<file path="config.mk">
export PLATFORM = sky130hd
export DESIGN_NAME = block_dequantizer
export DESIGN_NICKNAME = d
export VERILOG_FILES = /design/src/rtl/block_dequantizer_pkg.sv /design/src/rtl/block_dequantizer_zigzag_rom.sv /design/src/rtl/block_dequantizer.sv
export SDC_FILE = /design/constraint.sdc
export NUM_CORES = 2
export LEC_CHECK = 0
export BUFFER_PORTS_ARGS = -buffer_cell sky130_fd_sc_hd__buf_2
export CAP_MARGIN = 20
export CORE_AREA = 2 2 612 614
export DETAILED_ROUTE_END_ITERATION = 6
export DIE_AREA = 0 0 614 616
export PLACE_DENSITY = 0.37
export SLEW_MARGIN = 20
export SYNTH_ARGS = -nofsm -noshare
export SYNTH_HDL_FRONTEND = slang
export SYNTH_SLANG_ARGS = --single-unit
</file>
<file path="constraint.sdc">
create_clock -name clk -period 161.7 [get_ports clk]
set_input_delay 8.085 -clock clk [delete_from_list [all_inputs] [get_ports clk]]
set_output_delay 8.085 -clock clk [all_outputs]
set_load 0.01 [all_outputs]
</file>
<file path="src/rtl/block_dequantizer_pkg.sv">
// Shared definitions for the block dequantizer.
//   BLOCK_SIZE : coefficients per 8x8 block
//   state_t    : controller states
//   ZZ_TO_NAT  : zigzag scan index -> raster (row-major) position
//   zz_to_nat  : lookup helper over ZZ_TO_NAT
package block_dequantizer_pkg;

    localparam int BLOCK_SIZE = 64;
    localparam int IDX_W      = 6;

    typedef enum logic [1:0] {
        ST_IDLE = 2'd0,
        ST_PROC = 2'd1,
        ST_DONE = 2'd2
    } state_t;

    localparam logic [IDX_W-1:0] ZZ_TO_NAT [BLOCK_SIZE] = '{
         0,  1,  8, 16,  9,  2,  3, 10,
        17, 24, 32, 25, 18, 11,  4,  5,
        12, 19, 26, 33, 40, 48, 41, 34,
        27, 20, 13,  6,  7, 14, 21, 28,
        35, 42, 49, 56, 57, 50, 43, 36,
        29, 22, 15, 23, 30, 37, 44, 51,
        58, 59, 52, 45, 38, 31, 39, 46,
        53, 60, 61, 54, 47, 55, 62, 63
    };

    function automatic logic [IDX_W-1:0] zz_to_nat(input logic [IDX_W-1:0] zz);
        return ZZ_TO_NAT[zz];
    endfunction

endpackage

</file>
<file path="src/rtl/block_dequantizer_zigzag_rom.sv">
// Combinational zigzag-to-raster index ROM.
//   zz_idx  : zigzag scan index (0..63)
//   nat_pos : matching raster position in the 8x8 block
module zigzag_rom
    import block_dequantizer_pkg::*;
(
    input  logic [IDX_W-1:0] zz_idx,
    output logic [IDX_W-1:0] nat_pos
);

    assign nat_pos = zz_to_nat(zz_idx);

endmodule

</file>
<file path="src/rtl/block_dequantizer.sv">
// Block dequantizer: captures one zigzag-ordered block of signed coefficients,
// multiplies each by its quant-table entry with one shared multiplier (one
// coefficient per clock) and scatters the products into raster order.
//   clk, rst              : clock, async active-high reset
//   in_block/in_valid     : zigzag block input, in_ready high while idle
//   q_we/q_addr/q_data    : quant-table write port (zigzag index), idle only
//   out_block/out_valid   : raster-order result, held until out_ready
//
// state   | meaning
// --------+-----------------------------------------------------------
// ST_IDLE | waiting for a block; quant writes accepted
// ST_PROC | one coefficient dequantised per clock, idx 0..63
// ST_DONE | out_block complete, waiting for out_ready
module block_dequantizer
    import block_dequantizer_pkg::*;
#(
    parameter int COEF_W = 8,
    parameter int Q_W    = 8,
    parameter int OUT_W  = 16
) (
    input  logic                         clk,
    input  logic                         rst,
    input  logic [BLOCK_SIZE*COEF_W-1:0] in_block,
    input  logic                         in_valid,
    output logic                         in_ready,
    input  logic                         q_we,
    input  logic [IDX_W-1:0]             q_addr,
    input  logic [Q_W-1:0]               q_data,
    output logic [BLOCK_SIZE*OUT_W-1:0]  out_block,
    output logic                         out_valid,
    input  logic                         out_ready
);

    localparam int PROD_W = COEF_W + Q_W + 1;

    state_t                        state_q, state_d;
    logic [IDX_W-1:0]              idx_q, idx_d;
    logic [BLOCK_SIZE*COEF_W-1:0]  coef_q, coef_d;
    logic [Q_W-1:0]                quant_q [BLOCK_SIZE];
    logic [Q_W-1:0]                quant_d [BLOCK_SIZE];
    logic [BLOCK_SIZE*OUT_W-1:0]   out_block_q, out_block_d;
    logic                          in_ready_q, in_ready_d;
    logic                          out_valid_q, out_valid_d;

    logic signed [COEF_W-1:0]      coef_sel;
    logic [Q_W-1:0]                q_sel;
    logic signed [PROD_W-1:0]      prod;
    logic signed [OUT_W-1:0]       prod_ext;
    logic [IDX_W-1:0]              nat_pos;

    zigzag_rom u_zigzag_rom (
        .zz_idx  (idx_q),
        .nat_pos (nat_pos)
    );

    // Quant entry is unsigned: a zero MSB keeps it positive in the signed product.
    always_comb begin
        coef_sel = coef_q[idx_q*COEF_W +: COEF_W];
        q_sel    = quant_q[idx_q];
        prod     = coef_sel * $signed({1'b0, q_sel});
        prod_ext = OUT_W'(prod);
    end

    always_comb begin
        state_d     = state_q;
        idx_d       = idx_q;
        coef_d      = coef_q;
        quant_d     = quant_q;
        out_block_d = out_block_q;
        in_ready_d  = in_ready_q;
        out_valid_d = out_valid_q;
        case (state_q)
            ST_IDLE: begin
                // Write lands in the same edge that accepts a block; reads start next cycle.
                if (q_we) begin
                    quant_d[q_addr] = q_data;
                end
                if (in_valid) begin
                    coef_d     = in_block;
                    idx_d      = '0;
                    in_ready_d = 1'b0;
                    state_d    = ST_PROC;
                end
            end
            ST_PROC: begin
                out_block_d[nat_pos*OUT_W +: OUT_W] = prod_ext;
                idx_d = idx_q + 1'b1;
                if (idx_q == IDX_W'(BLOCK_SIZE - 1)) begin
                    idx_d       = '0;
                    out_valid_d = 1'b1;
                    state_d     = ST_DONE;
                end
            end
            ST_DONE: begin
                if (out_ready) begin
                    out_valid_d = 1'b0;
                    in_ready_d  = 1'b1;
                    state_d     = ST_IDLE;
                end
            end
            default: begin
                idx_d       = '0;
                in_ready_d  = 1'b1;
                out_valid_d = 1'b0;
                state_d     = ST_IDLE;
            end
        endcase
    end

    always_ff @(posedge clk or posedge rst) begin
        if (rst) begin
            state_q     <= ST_IDLE;
            idx_q       <= '0;
            coef_q      <= '0;
            quant_q     <= '{default: Q_W'(1)};
            out_block_q <= '0;
            in_ready_q  <= 1'b1;
            out_valid_q <= 1'b0;
        end else begin
            state_q     <= state_d;
            idx_q       <= idx_d;
            coef_q      <= coef_d;
            quant_q     <= quant_d;
            out_block_q <= out_block_d;
            in_ready_q  <= in_ready_d;
            out_valid_q <= out_valid_d;
        end
    end

    assign in_ready  = in_ready_q;
    assign out_valid = out_valid_q;
    assign out_block = out_block_q;

endmodule

</file>
### Yosys cells after proc, flatten, opt, wreduce, memory -nomap -nowiden

Memory sizes are Yosys's and may differ from the RTL's.
Cells that the tools add are included.
W data, S select, Z words.

* word-level logic and storage cells: 121
* memory bits (read-only): 384
* memories kept: 1
* flip-flop bits (word level): 2058

Memory list
* (name not given): depth 64, bits a word 6, rd ports 1, clocked after memory_dff 0, write ports 0, RTL line block_dequantizer_pkg.sv:29 `return ZZ_TO_NAT[zz];`

* mux-type cells: 22
* multipliers: 1
* bitwise logic cells: 5
* shift operators: 3
* eq/ne operators: 6
* add/sub/neg operators: 2
* reductions and logical operators: 8
* $lt $le $gt $ge: 3

Operator list (number)
* $bwmux W1024: 1
* $shift A16 B34 Y1024 const A: 1
* $shiftx A16 B34 Y1024: 1
* $bwmux W512: 1
* $shiftx A512 B10 Y8: 1
* $bmux W8 S6: 1
* $demux W8 S6: 1
* $neg A10 Y34: 1
* $mux W6: 4
* $mux W8: 3
* $pmux W6 S3: 1
* $mul A8 B9 Y16: 1
* $ge A7 B7 Y1 const B: 2
* $not A6 Y7: 2
* $reduce_and A3 Y1: 3
* $lt A7 B1 Y1 const B: 1
* $add A6 B1 Y6 const B: 1
* $eq A6 B6 Y1 const B: 1
* $mux W2: 3
* $ne A2 B2 Y1 const B: 3
* $pmux W1 S3: 2
* $pmux W2 S3: 1
* $reduce_and A2 Y1: 3
* $mux W1: 4
* 5 further kinds: 7

### Logic depth before layout (Yosys ltp)

* word-level depth: 7
* gate-level depth with buffers: 32

### Hierarchy

Synthesis repeated with hierarchy kept, for this count alone.

* cells, all modules: 6850
* area, all modules: 87512.7 sq um

By module, submodules not included
* block_dequantizer: times used 1, area an instance 86809.5 sq um, cells each 6754
* zigzag_rom: times used 1, area an instance 703.2 sq um, cells each 96

### Worst setup path before layout

Ideal clock, no wire load.

* path kind: in2reg
* from: input port q_addr[3]
* to: register quant_q[449] (netlist name)
* stages on the path: 5
* library setup time: 0.125 ns
* buffers on the path: 2
* setup slack: 152.020 ns
* data arrival time: 9.555 ns
* cells stage by stage: clkbuf_1 nor3_1 nor2b_1 clkbuf_1 mux2_2

* cells in the longest elaborated chain, start to end: 6

RTL lines
* start: declaration: RTL line block_dequantizer.sv:27 `input logic [IDX_W-1:0] q_addr,`
* $not A6 Y7 (not written as such) *: RTL line block_dequantizer.sv:76 `quant_d[q_addr] = q_data;`
* $ge A7 B7 Y1 (not written as such) or $lt A7 B1 Y1 (tied branches): RTL line block_dequantizer.sv:76
* $logic_and A1 B1 Y1 (not written as such): RTL line block_dequantizer.sv:76
* $mux W8 (not written as such): RTL line block_dequantizer.sv:76
* $demux W8 S6 *: RTL line block_dequantizer.sv:76
* $bwmux W512 *: RTL line block_dequantizer.sv:76
* end signal: assignment: RTL line block_dequantizer.sv:123 `quant_q <= quant_d;`
* end: declaration: RTL line block_dequantizer.sv:39 `logic [Q_W-1:0] quant_q [BLOCK_SIZE];`

Every way passes the cells marked *; elsewhere a longest branch is shown, timed or not.
A chain may end at the register's enable or synchronous reset.

==> impl_results.html <==
<table>
<tr><th>Metric</th><th>Value</th></tr>
<tr><th colspan="2">Timing</th></tr>
<tr><td>Max_slew headroom</td><td>~24%</td></tr>
<tr><td>Setup Viol. Count Final</td><td>0</td></tr>
<tr><td>Final Worst Setup Slack</td><td>~150,000 ps</td></tr>
<tr><td>Maximum clock frequency</td><td>about 0.081 GHz</td></tr>
<tr><td>Maximum clock skew at final layout</td><td>69.6 ps</td></tr>
<tr><td>Worst-Margin Slew</td><td>roughly 1100 ps</td></tr>
<tr><td>Final Slew Violations</td><td>0</td></tr>
<tr><td>Final worst hold slack</td><td>approximately 470 ps</td></tr>
<tr><td>Setup repair after global routing missed its margin</td><td>false</td></tr>
<tr><td>Post-layout min period</td><td>12,350 ps</td></tr>
<tr><td>Sum Neg Setup Slack</td><td>0 ps</td></tr>
<tr><td>Ratio of final minimum period to clock period</td><td>7.64%</td></tr>
<tr><td>Hold violation count in the final report</td><td>0</td></tr>
<tr><th colspan="2">Critical path</th></tr>
<tr><td>CP Buf/Inv Count</td><td>8</td></tr>
<tr><td>Critical path fanouts, max</td><td>about 150</td></tr>
<tr><td>Top cell family by delay on the critical path</td><td>buffers and inverters</td></tr>
<tr><td>Critical path launch point</td><td>rst</td></tr>
<tr><td>Crit Reg-Reg Startpoint</td><td>idx_q[0]$_DFFE_PP0P_</td></tr>
<tr><td>Startpoint types</td><td>primary input</td></tr>
<tr><td>Critical path required time</td><td>162,640 ps</td></tr>
<tr><td>Arrival @ worst endpoint</td><td>about 13,000 ps</td></tr>
<tr><td>Kind of critical path</td><td>primary input to asynchronous set/reset pin</td></tr>
<tr><td>Cell-by-cell trace of the critical path</td><td>buf_2, inv_8, buf_12, buf_4, buf_12, buf_12, buf_4, buf_4</td></tr>
<tr><td>Highest-delay cell along the critical path</td><td>buf_4</td></tr>
<tr><td>Kind of end point of the critical path</td><td>asynchronous set/reset pin</td></tr>
<tr><td>CP max stage delay</td><td>870 ps</td></tr>
<tr><th colspan="2">Clock tree</th></tr>
<tr><td>Clock insertion delay at the later pin of the skew report</td><td>just over 900 ps</td></tr>
<tr><td>Post-CTS Hold Fix Bufs</td><td>0</td></tr>
<tr><td>Clock root buffer</td><td>clkbuf_16</td></tr>
<tr><td>Clock-pin slew reported for the worst setup and hold paths after clock tree synthesis</td><td>~60 ps</td></tr>
<tr><td>Buffers from clock root to sink, at most</td><td>4</td></tr>
<tr><td>Number of sinks driven by the clock tree</td><td>between 2k and 2.5k</td></tr>
<tr><td>Clock tree from TritonCTS</td><td>built</td></tr>
<tr><td>Number of gates given a new drive strength after cts</td><td>0</td></tr>
<tr><td>Total number of H-tree levels</td><td>5</td></tr>
<tr><td>Post-CTS Repair Setup Buffers</td><td>0</td></tr>
<tr><td>Cts bufs inserted</td><td>roughly 260</td></tr>
<tr><th colspan="2">Synth</th></tr>
<tr><td>Post-synthesis cell count</td><td>~5.9k</td></tr>
<tr><td>Net Count, Synth</td><td>approximately 6.6k</td></tr>
<tr><td>Seq/Total Area, Yosys</td><td>a little under three fifths</td></tr>
<tr><td>Flop and latch count out of synthesis</td><td>2,058</td></tr>
<tr><td>Distinct cells, synth</td><td>between 90 and 100</td></tr>
<tr><td>Async SR Flop Fraction</td><td>100%</td></tr>
<tr><td>Number of synthesized flops with an enable pin</td><td>0</td></tr>
<tr><td>Synth warn</td><td>0</td></tr>
<tr><td>Main flop type after synthesis</td><td>dfrtp_1</td></tr>
<tr><td>Synthesized area</td><td>approximately 91,000 sq um</td></tr>
<tr><td>Average cell area after synthesis</td><td>between 15 and 20 sq um</td></tr>
<tr><th colspan="2">Placed design</th></tr>
<tr><td>Setup slack after placement</td><td>around 150,000 ps</td></tr>
<tr><td>DP HPWL</td><td>~290,000 um</td></tr>
<tr><td>Total placed instance area</td><td>around 100,000 sq um</td></tr>
<tr><td>Routability congestion estimate from global placement</td><td>around 0.84</td></tr>
<tr><td>Cell count after placement</td><td>12.2k</td></tr>
<tr><td>Port-buffer cells</td><td>roughly 1.6k</td></tr>
<tr><th colspan="2">Floorplanning</th></tr>
<tr><td>Core Region</td><td>around 370,000 sq um</td></tr>
<tr><td>Top Ports</td><td>around 1.6k</td></tr>
<tr><td>Chip width</td><td>614 um</td></tr>
<tr><td>Die Ht</td><td>around 620 um</td></tr>
<tr><td>Number of placement rows</td><td>about 220</td></tr>
<tr><td>Die ar.</td><td>378,000 sq um</td></tr>
<tr><td>Initial Util</td><td>between 20% and 30%</td></tr>
<tr><th colspan="2">Global routing</th></tr>
<tr><td>Number of antenna violations at the first check in global routing</td><td>approximately 230</td></tr>
<tr><td>Tot GR Track Use</td><td>20.4%</td></tr>
<tr><td>Wire length of the first global-routing pass</td><td>around 540,000 um</td></tr>
<tr><td>Leftover overflow at the end of global routing</td><td>0</td></tr>
<tr><td>Number of global-route vias before repair</td><td>between 60k and 70k</td></tr>
<tr><td>Maximum number of pins on one net before global-route repair</td><td>~180</td></tr>
<tr><th colspan="2">Drt</th></tr>
<tr><td>Routed WL per cell</td><td>31.0 um</td></tr>
<tr><td>Remaining antenna violation count</td><td>0</td></tr>
<tr><td>Residual DRC</td><td>0</td></tr>
<tr><td>Number of detailed-routing iterations run before antenna repair</td><td>5</td></tr>
<tr><td>Total wire length after detailed routing</td><td>394,000 um</td></tr>
<tr><td>Average vias per placed instance</td><td>between 4 and 5</td></tr>
<tr><td>DRT iter0 DRCs</td><td>2,949</td></tr>
<tr><td>Via total after detailed routing</td><td>~60k</td></tr>
<tr><th colspan="2">Power</th></tr>
<tr><td>Power per standard cell area</td><td>21.2 nW/um^2</td></tr>
<tr><td>Total design power</td><td>between 2 and 2.5 mW</td></tr>
<tr><td>Peak ir drop on the vdd network</td><td>between 0.04 and 0.05 mV</td></tr>
<tr><td>LEAKAGE</td><td>around 55 nW</td></tr>
<tr><th colspan="2">Finish</th></tr>
<tr><td>Layout Utilization</td><td>30.5%</td></tr>
<tr><td>Share of post-route cells with drive strength above 1</td><td>58.9%</td></tr>
<tr><td>Cell area after layout</td><td>roughly 110,000 sq um</td></tr>
<tr><td>Final Instance Count excl. Fillers</td><td>about 13k</td></tr>
<tr><td>Synthesis-to-finish area growth</td><td>24.7%</td></tr>
<tr><td>Layout net count</td><td>approximately 8.1k</td></tr>
<tr><th colspan="2">Flow run</th></tr>
<tr><td>Maximum Capacitance Violations</td><td>0</td></tr>
<tr><th colspan="2">Run status</th></tr>
<tr><td>Run status</td><td>completed</td></tr>
<tr><th colspan="2">Worst hold path</th></tr>
<tr><td>Class of the tightest hold or removal check</td><td>flop to flop</td></tr>
<tr><td>Worst Hold Launch</td><td>out_block[57]$_DFFE_PP0P_</td></tr>
</table>
[tightest hold or removal path, stage by stage, from the launching register on]
cell and delay [ps]:
dfrtp_1 330, nand2_1 50, o21ai_0 60
[flip-flops by register name (all words and copies together), names as in the netlist]
register,cells
quant_q,512
state_q,2
out_valid,1
idx_q,6
in_ready,1
out_block,1024
coef_q,512
[cells in the final DEF, fill, tap and decap left out, drive strengths merged, types with 10 or more instances in the layout]
master,netlist,routed
xnor2,15,15
clkbuf,239,395
nand2,185,185
mux2,1962,1962
mux2i,50,50
nor2,171,171
and3,10,10
dfrtp,1993,1993
buf,180,1720
nand2b,13,13
dfstp,65,65
o31ai,11,11
and2,37,37
nand4,14,14
a21oi,23,23
or3,11,11
bufinv,0,11
clkinv,2,52
o21ai,72,72
diode,0,50
fa,37,37
nand3,19,19
inv,112,117
nor2b,24,24
mux4,325,325
nor3,201,201
nor4,22,22
ha,54,54
[cells in the mapped netlist, drive strengths merged (9+ instances only)]
cell type / count / area share (%)
dfrtp: 1993 / 55
mux2: 1962 / 24
mux4: 325 / 8.1
clkbuf: 239 / 0.99
nor3: 201 / 1.2
nand2: 185 / 0.79
buf: 180 / 1.2
nor2: 171 / 0.72
inv: 112 / 0.46
o21ai: 72 / 0.41
dfstp: 65 / 1.9
ha: 54 / 0.74
mux2i: 50 / 0.55
and2: 37 / 0.26
fa: 37 / 0.82
nor2b: 24 / 0.17
a21oi: 23 / 0.13
nor4: 22 / 0.48
nand3: 19 / 0.14
xnor2: 15 / 0.18
nand4: 14 / 0.21
nand2b: 13 / 0.090
o31ai: 11 / 0.091
or3: 11 / 0.076
and3: 10 / 0.069
xor2: 9 / 0.10
[cells by family (layout without fill, tap and decap cells)]
kind of cell               count (synthesis)  in the layout  share of synthesized area (%)
AOI/OAI and AO/OA                        155            155                           1.13
xor gates and xnor gates                  24             24                          0.285
adders and majority gates                 91             91                           1.56
buffers and inverters                    533           2295                           2.65
DFF                                     2058           2058                           56.8
muxes                                   2337           2337                           33.0
other                                      0             50                              0
and+or+nand+nor                          740            740                           4.55
[power by group]
group / switching [mW] / internal (mW) / leakage, nW
registers: 0.0649 / 0.621 / 27.2
logic: 0.799 / 0.323 / 23.6
clock network: 0.245 / 0.346 / 4.19
total: 1.11 / 1.29 / 54.9
[worst paths after layout]
check	end	slack, ps	cells past startpoint
hold / removal	out_block[57]$_DFFE_PP0P_	470	2
max in group clk	coef_q[241]$_DFFE_PP0P_	150430	6
min in group asynchronous	out_block[984]$_DFFE_PP0P_	7340	2
hold reg to reg	out_block[57]$_DFFE_PP0P_	470	2
setup / recovery	out_block[885]$_DFFE_PP0P_	149350	8
setup reg to reg	out_block[447]$_DFFE_PP0P_	150560	27
[routing by layer]
layer / GRT usage (%) / vias up / share of wire (%) / wire length [um]
met5: 0 / - / 0.24 / 940
met4: 7.22 / 148 / 4.3 / 16900
met3: 5.34 / 792 / 6.4 / 25200
met2: 36.2 / 1751 / 51 / 201000
met1: 23.4 / 31500 / 38 / 151000
li1: - / 24800 / - / -
[layout make-up]
type / instances / area (sq um)
repair buffers: 1720 / 9150
clock inverters: 66 / 948
clock buffers: 395 / 7630
diodes: 50 / 125
inverters: 114 / 440
fillers: 37500 / 258000
well taps: 4972 / 6220
multi-input cells: 3347 / 37100
flip-flops and latches: 2058 / 51600
Note: power is estimated with default switching activity, not from simulation.
